## src/rtl/lemonpc_pkg.sv

```systemverilog
// Shared LemonPC core constants: architectural register width, register
// index width and the hardwired-zero register index.
package lemonpc_pkg;

  localparam int XLEN           = 32;
  localparam int REG_ADDR_WIDTH = 5;
  localparam int REG_ZERO       = 0;

endpackage

```

## src/rtl/regfile_scoreboard.sv

```systemverilog
// Pending-write scoreboard: one busy bit per architectural register.
// Issue sets a bit, writeback clears it, and issue beats writeback in the same
// cycle because the newly issued producer is younger than the one retiring.
module regfile_scoreboard
  import lemonpc_pkg::*;
#(
  parameter int ADDR_WIDTH = REG_ADDR_WIDTH,
  parameter int NUM_WR     = 1,
  localparam int DEPTH     = 1 << ADDR_WIDTH
) (
  input  logic                         clk,
  input  logic                         rst_n,
  input  logic                         iss_en,
  input  logic [ADDR_WIDTH-1:0]        iss_addr,
  input  logic [NUM_WR-1:0]            wr_en,
  input  logic [NUM_WR*ADDR_WIDTH-1:0] wr_addr,
  output logic [DEPTH-1:0]             busy,
  output logic [DEPTH-1:0]             clr
);

  logic [DEPTH-1:0] set;

  // Decode issue and writeback ports into one-hot set/clear vectors.
  always_comb begin
    // NOTE: every variable gets a default before any conditional assignment,
    // otherwise the unassigned paths infer latches.
    set = '0;
    clr = '0;
    if (iss_en) begin
      set[iss_addr] = 1'b1;
    end
    for (int w = 0; w < NUM_WR; w++) begin
      if (wr_en[w]) begin
        clr[wr_addr[w*ADDR_WIDTH +: ADDR_WIDTH]] = 1'b1;
      end
    end
    // The zero register can never have a pending producer.
    set[REG_ZERO] = 1'b0;
    clr[REG_ZERO] = 1'b0;
  end

  // Busy vector update: set dominates clear.
  always_ff @(posedge clk or negedge rst_n) begin
    if (!rst_n) begin
      // NOTE: state registers use non-blocking assignments so every flop
      // samples pre-edge values regardless of process ordering.
      busy <= '0;
    end else begin
      busy <= set | (busy & ~clr);
    end
  end

endmodule

```

## src/rtl/regfile_mp.sv

```systemverilog
// Multi-ported integer register file for the LemonPC core.
// NUM_RD combinational read ports, NUM_WR synchronous write ports, register 0
// hardwired to zero, optional same-cycle write-to-read bypass, and a per-register
// pending-write scoreboard reported on each read port.
module regfile_mp
  import lemonpc_pkg::*;
#(
  parameter int ADDR_WIDTH = REG_ADDR_WIDTH,
  parameter int DATA_WIDTH = XLEN,
  parameter int NUM_RD     = 2,
  parameter int NUM_WR     = 1,
  parameter bit BYPASS     = 1'b1
) (
  input  logic                         clk,
  input  logic                         rst_n,
  input  logic [NUM_RD*ADDR_WIDTH-1:0] rd_addr,
  output logic [NUM_RD*DATA_WIDTH-1:0] rd_data,
  output logic [NUM_RD-1:0]            rd_busy,
  input  logic [NUM_WR-1:0]            wr_en,
  input  logic [NUM_WR*ADDR_WIDTH-1:0] wr_addr,
  input  logic [NUM_WR*DATA_WIDTH-1:0] wr_data,
  input  logic                         iss_en,
  input  logic [ADDR_WIDTH-1:0]        iss_addr
);

  localparam int DEPTH = 1 << ADDR_WIDTH;

  // Register 0 has no storage; it is a constant zero on every read.
  logic [DATA_WIDTH-1:0] regs [1:DEPTH-1];
  logic [DEPTH-1:0]      busy;
  logic [DEPTH-1:0]      clr;

  regfile_scoreboard #(
    .ADDR_WIDTH (ADDR_WIDTH),
    .NUM_WR     (NUM_WR)
  ) u_scoreboard (
    .clk      (clk),
    .rst_n    (rst_n),
    .iss_en   (iss_en),
    .iss_addr (iss_addr),
    .wr_en    (wr_en),
    .wr_addr  (wr_addr),
    .busy     (busy),
    .clr      (clr)
  );

  // Register storage: ports visited lowest first so the highest port wins a collision.
  always_ff @(posedge clk or negedge rst_n) begin
    if (!rst_n) begin
      // NOTE: the storage array is reset on purpose: architectural registers
      // must read zero after reset, so it is built from resettable flops.
      for (int i = 1; i < DEPTH; i++) begin
        regs[i] <= '0;
      end
    end else begin
      for (int w = 0; w < NUM_WR; w++) begin
        if (wr_en[w] && (wr_addr[w*ADDR_WIDTH +: ADDR_WIDTH] != ADDR_WIDTH'(REG_ZERO))) begin
          // NOTE: when several non-blocking writes target the same element in
          // one edge, the last one executed takes effect.
          regs[wr_addr[w*ADDR_WIDTH +: ADDR_WIDTH]] <= wr_data[w*DATA_WIDTH +: DATA_WIDTH];
        end
      end
    end
  end

  for (genvar p = 0; p < NUM_RD; p++) begin : g_rd
    logic [ADDR_WIDTH-1:0] addr;
    logic [DATA_WIDTH-1:0] data;

    assign addr = rd_addr[p*ADDR_WIDTH +: ADDR_WIDTH];

    // Read mux: zero register, else stored value overridden by the highest
    // same-cycle write hit when bypass is enabled.
    always_comb begin
      data = '0;
      if (addr != ADDR_WIDTH'(REG_ZERO)) begin
        data = regs[addr];
        if (BYPASS) begin
          for (int w = 0; w < NUM_WR; w++) begin
            if (wr_en[w] && (wr_addr[w*ADDR_WIDTH +: ADDR_WIDTH] == addr)) begin
              data = wr_data[w*DATA_WIDTH +: DATA_WIDTH];
            end
          end
        end
      end
    end

    assign rd_data[p*DATA_WIDTH +: DATA_WIDTH] = data;
    // A retiring write this cycle hides the busy bit when its data is bypassed.
    assign rd_busy[p] = busy[addr] && !(BYPASS && clr[addr]);
  end

endmodule

```

## config.mk

```make
export PLATFORM = sky130hd
export DESIGN_NAME = regfile_mp
export DESIGN_NICKNAME = d
export VERILOG_FILES = /design/src/rtl/lemonpc_pkg.sv /design/src/rtl/regfile_scoreboard.sv /design/src/rtl/regfile_mp.sv
export SDC_FILE = /design/constraint.sdc
export NUM_CORES = 2
export LEC_CHECK = 0
export CORE_AREA = 2 2 325 327
export CTS_CLUSTER_DIAMETER = 200
export CTS_CLUSTER_SIZE = 25
export DETAILED_ROUTE_END_ITERATION = 16
export DIE_AREA = 0 0 327 329
export GPL_TIMING_DRIVEN = 0
export HOLD_SLACK_MARGIN = 0.12
export PLACE_DENSITY = 0.73
export SLEW_MARGIN = 25
export SYNTH_ARGS = -nofsm -noshare
export SYNTH_HDL_FRONTEND = slang
export SYNTH_SLANG_ARGS = --single-unit
```

## constraint.sdc

```tcl
create_clock -name clk -period 6.1 [get_ports clk]
set_clock_uncertainty 0.1 [all_clocks]
set_input_delay 0.61 -clock clk [delete_from_list [all_inputs] [get_ports clk]]
set_output_delay 0.61 -clock clk [all_outputs]
set_load 0.02 [all_outputs]
```

; ---- Word-level counts from Yosys, hierarchy flattened
; Index checks and enable logic that the tools add are counted.
; Widths: inputs -> output; s select.
[word_totals]
reg_bits = 1024
inputBits = 56
output_inout_bits = 66
word_cells = 90
[classes]
n_lt_le_gt_ge = 10
eq_ne = 2
muxes = 27
n_bitwise = 6
n_reduce_logical = 13
[op_table]
columns = op, n
row1 = $bwmux 992, 1
row2 = $mux 32, 11
row3 = $bmux 32 s5, 2
row4 = $demux 32 s5, 1
row5 = $and 32x32->32, 1
row6 = $not 32->32, 1
row7 = $or 32x32->32, 1
row8 = $lt 5x6->1 const B, 4
row9 = $bmux 1 s5, 4
row10 = $ge 6x6->1 const B, 3
row11 = $not 5->6, 3
row12 = $reduce_bool 5->1, 3
row13 = $demux 1 s5, 2
row14 = $eq 5x5->1, 2
row15 = $ge 5x1->1 const B, 2
row16 = $logic_and 1x1->1, 8
row17 = $lt 6x1->1 const B, 1
row18 = $mux 1, 6
row19 = $logic_not 1->1, 2

; ---- Longest topological paths before layout
[depth]
word_depth = 9
mapped_depth = 9

; ---- Hierarchy
; Synthesis repeated with hierarchy kept, for this count alone.
[hier_totals]
hier_cells = 3823
hier_area_um2 = 56020.0
[modules_own_cells]
columns = module, instances, cells_per_inst, area_per_inst_um2, seq_area_each_um2
row1 = regfile_mp, 1, 3649, 54489.8, 24823.8
row2 = regfile_scoreboard, 1, 174, 1530.2, 775.7

; ---- Worst setup path after synthesis
; Ideal clock, no wire load.
[synth_timing]
path_type = input -> output
start = in rd_addr[0]
end = out rd_busy[0]
arrival_time_ns = 2.450
required_ns = 5.390
setup_slack_ns = 2.940
path_stages = 7
path_buffers = 3
path_cell_list = buf_2 > buf_6 > buf_2 > mux4_2 > mux4_2 > nand3_1 > o21ai_0
[synth_via]
elab_chain_len = 4
elab_cells_between_ends = 6
cone_classes = 4 x mux / 2 x reduce/logical
[synth_rtl]
columns = item, line_no
row1 = "start, declared", regfile_mp.sv:16  ; input logic [NUM_RD*ADDR_WIDTH-1:0] rd_addr,
row2 = $bmux 1 s5, regfile_mp.sv:90  ; assign rd_busy[p] = busy[addr] && !(BYPASS && clr[addr]);
row3 = $mux 1 (implied by the code), regfile_mp.sv:90
row4 = $logic_not 1->1, regfile_mp.sv:90
row5 = $logic_and 1x1->1 (*), regfile_mp.sv:90
row6 = "end, declared", regfile_mp.sv:18  ; output logic [NUM_RD-1:0] rd_busy,
; Every way passes the cells marked *; elsewhere a longest branch is shown, timed or not. The select of a mux whose other input is x is not followed.

; ---- Worst setup path in the final report
[layout_timing]
start = in rd_addr[9]
end = out rd_data[49]
[layout_via]
elab_chain_len = 6
elab_cells_between_ends = 9
cone_classes = 1 x eq/ne / 5 x mux / 1 x bitwise / 2 x reduce/logical
[layout_rtl]
columns = item, line_no
row1 = $not 5->6 (implied by the code), regfile_mp.sv:77  ; data = regs[addr];
row2 = $bmux 32 s5, regfile_mp.sv:77
row3 = $mux 32 (implied by the code) (2 in series), regfile_mp.sv:77
row4 = $mux 32, regfile_mp.sv:80  ; if (wr_en[w] && (wr_addr[w*ADDR_WIDTH +: ADDR_WIDTH] == addr)) begin
row5 = $mux 32 (*), regfile_mp.sv:76  ; if (addr != ADDR_WIDTH'(REG_ZERO)) begin
row6 = "end, declared", regfile_mp.sv:17  ; output logic [NUM_RD*DATA_WIDTH-1:0] rd_data,
; Marked as above.

==> results.toml <==
[clocking]
cts_buffers = 46
cts.reportedPaths.clkPinSlew_ns = 0.10
cts_tree = "done"
cts_sinks = 1023
clock_latency_ns = 0.72
clock_path_buffers = 3
cts_setup_buffers = 0
cts-root-buf = "clkbuf_16"
htree_levels = 2
cts_hold_buffers = 1
cts_resized = 0

[logic_synthesis]
syn_nets = 3869
synth-seq-cells = 1023
syn_area_sq_um = 55800
ys.flop_type = "dfrtp_1"
synth_edf_count = 0
ys_warn_count = 0
synth-seq-area-share = 0.459
synthArstFlopShare = 1.00
netlist_instances = 3813
syn_avg_cell_area_sq_um = 14.6
synth_cell_types = 70

[floorplan]
rows = 119
die_w_microns = 327
start_util = 0.534
die-area_sq_um = 108000
die_y_microns = 329
core_region_area_sq_um = 104000
num_io_pins = 122

[min_path]
hp-class = "in2async"

[timing]
worst_slew_pin_slew_ns = 1.29
timing.final.hold_violations = 0
period_minus_slack_ns = 6.21
slew_violations = 0
fin_crit_sh = 1.02
setup_viol = 14
relSlewSlack = 0.139
fmax_mhz = 161
fin_ws_ns = -0.114
rsz0062_at_grt = "false"

[placed_design]
numPortBuffers = 112
placed_cell_area_sq_um = 59300
globalplace.congestion = 1.05
dp_hpwl_microns = 166000
dp_cells = 5339
pre_cts_slack_ns = 0.400

[pwr]
power.total_mw = 17.9
swShare = 0.317
clock_power_share = 0.213
p_sw_mw = 5.66
pwr-share-comb = 0.275
seqPwrFrac = 0.511
p_int_mw = 12.2
vdd_drop_max_v = 0.000271
power_density_nw_per_um2 = 295
leakagePower_nw = 26.2

[run_status]
violations = "negative setup slack"
status = "finished, violations left"

[setup_path]
crit_arrival_ns = 5.50
cp_max_fo = 10
critPathLaunchType = "input pin"
path_cells = "clkdlybuf4s50_1 -> buf_2 -> buf_1 -> nand2_1 -> clkbuf_2 -> nor2_1 -> nor3_1 -> nand3_1 -> o221ai_1 -> clkdlybuf4s50_1"
cp_slowest_cell = "nand2_1"
slowest_delay_ns = 0.97
crit_type = "in2out"
r2r_cells = 1
worst_ep_required_time_ns = 5.39
worstSetupEndpointType = "primary output"
cp_common_cell = "clkdlybuf4s50_1"

[drt]
first_iter_violations = 6973
vias = 42849
firstDrtPassIters = 6
drc = 0
vias_per_cell = 7.91
antenna_left = 0
wl_microns = 253000
wl_per_cell_microns = 46.6

[grt]
antenna_found_initial = 27
grt_pass1_wl_microns = 341000
grt_start_max_net_pins = 142
grt-ovfl-total = 0
track_usage = 0.470
first_global_vias = 41350

[layout]
multi_input_area_sq_um = 28200
area_delta_synth_final_pct = 8.77
fin_cells = 5418
stdcell_area_sq_um = 60600
final_net_count = 4053
regArea_sq_um = 25600
fill_cells = 8321
layout-drive-gt1-share = 0.479

[run]
drv_cap = 0
[layout by cell type (no fill, tap or decap), types with 7 or more instances in the layout]
cell type        synthesis  routed
buf_2                  147     184
mux2_4                  29      29
mux2_2                1060    1060
buf_6                   11      16
mux2i_1                113     113
clkbuf_1               177     123
a21oi_1                 26      26
a211o_1                 41      41
clkbuf_16                0      49
o2bb2ai_1               32      32
a2111oi_0                7       7
buf_16                   0      18
nor2b_1                 14      14
buf_1                   52      12
nor2_1                  93      91
nand3b_1                 7       7
dfrtp_1               1023    1023
buf_4                   24      25
nand2b_1                11       9
nand2_1                 60      59
mux4_2                 449     449
clkbuf_2                 0      57
diode_2                  0      28
o22ai_1                 80      80
inv_1                   12      12
a22oi_1                  7       7
nor3_1                  29      29
o221ai_1                 9       9
nor4_1                  15      15
a221oi_1                36      36
clkdlybuf4s50_1          0     111
nand3_1                 25      25
o21ai_0                 64      63
a22o_1                  47      47
a211oi_1                 9       9
[sequential cells by signal (all words and copies together) (netlist names)]
signal,count
regs,992
u_scoreboard.busy,31
[final cells by class]
class	count	area share
buffer	411	0.0333
antenna	28	0.00116
tap	1391	0.0287
clock buffer	50	0.0204
timing repair buffer	136	0.0277
sequential	1023	0.422
multi-input combinational	2363	0.466
inverter	16	0.000990
[power groups by stage]
stage / sequential [mW] / clock (mW) / combinational [mW]
after floorplan: 8.84 / 0 / 3.34
after global placement: 9.17 / 0 / 4.61
after detailed placement: 9.20 / 0 / 4.75
after CTS: 9.07 / 3.75 / 4.77
after global routing: 9.28 / 3.99 / 5.07
final: 9.15 / 3.82 / 4.93
[metal layers]
layer  vias to the layer above  GRT usage  part of all wire
met5                         -     0.0322            0.0017
met4                        23      0.358             0.097
met3                      1376      0.248              0.16
met2                      4196      0.640              0.40
met1                     22149      0.559              0.34
li1                      15105          -                 -
[critical path: cells and delay by family]
kind	cells	cell delay (ns)
buffers and inverters	5	3.23
and+or+nand+nor	4	1.40
AOI/OAI and AO/OA	1	0.23
[synth_stat cells, drive strengths merged, types with 41 or more instances]
cell	count	area, sq um
mux2i	113	1130
o22ai	80	500
dfrtp	1023	25600
a22o	47	412
nand2	60	225
mux2	1093	12400
buf	234	1230
o21ai	64	320
nor2	94	360
mux4	449	10100
clkbuf	177	664
a211o	41	359
[cell families after synthesis]
logic type	share of synthesized area
XOR/XNOR	0.00157
multiplexers	0.424
flip-flops	0.459
AND/OR/NAND/NOR	0.0271
buffers and inverters	0.0351
AO/OA/AOI/OAI	0.0527
[metrics by stage]
step	setup TNS [ns]	util	hold slack, ns
6_report	-1.02	0.581	0.262
2_1_floorplan	0	-	0.214
3_3_place_gp	-	0.562	0.387
3_5_place_dp	0	0.568	0.367
5_1_grt	0	0.580	0.298
4_1_cts	0	0.580	0.280
[path summary, 6_finish.rpt]
| path | start | end | slack [ns] |
|---|---|---|---|
| max | rd_addr[9] | rd_data[49] | -0.11 |
| min | rst_n | regs[164] | 0.26 |
| max reg2reg | regs[631] | regs[631] | 5.16 |
| min reg2reg | regs[430] | regs[430] | 0.43 |
| max in group asynchronous | rst_n | regs[858] | 3.48 |
| min in group clk | iss_addr[3] | u_scoreboard.busy[1] | 0.31 |
(Power assumes the default switching activity.)
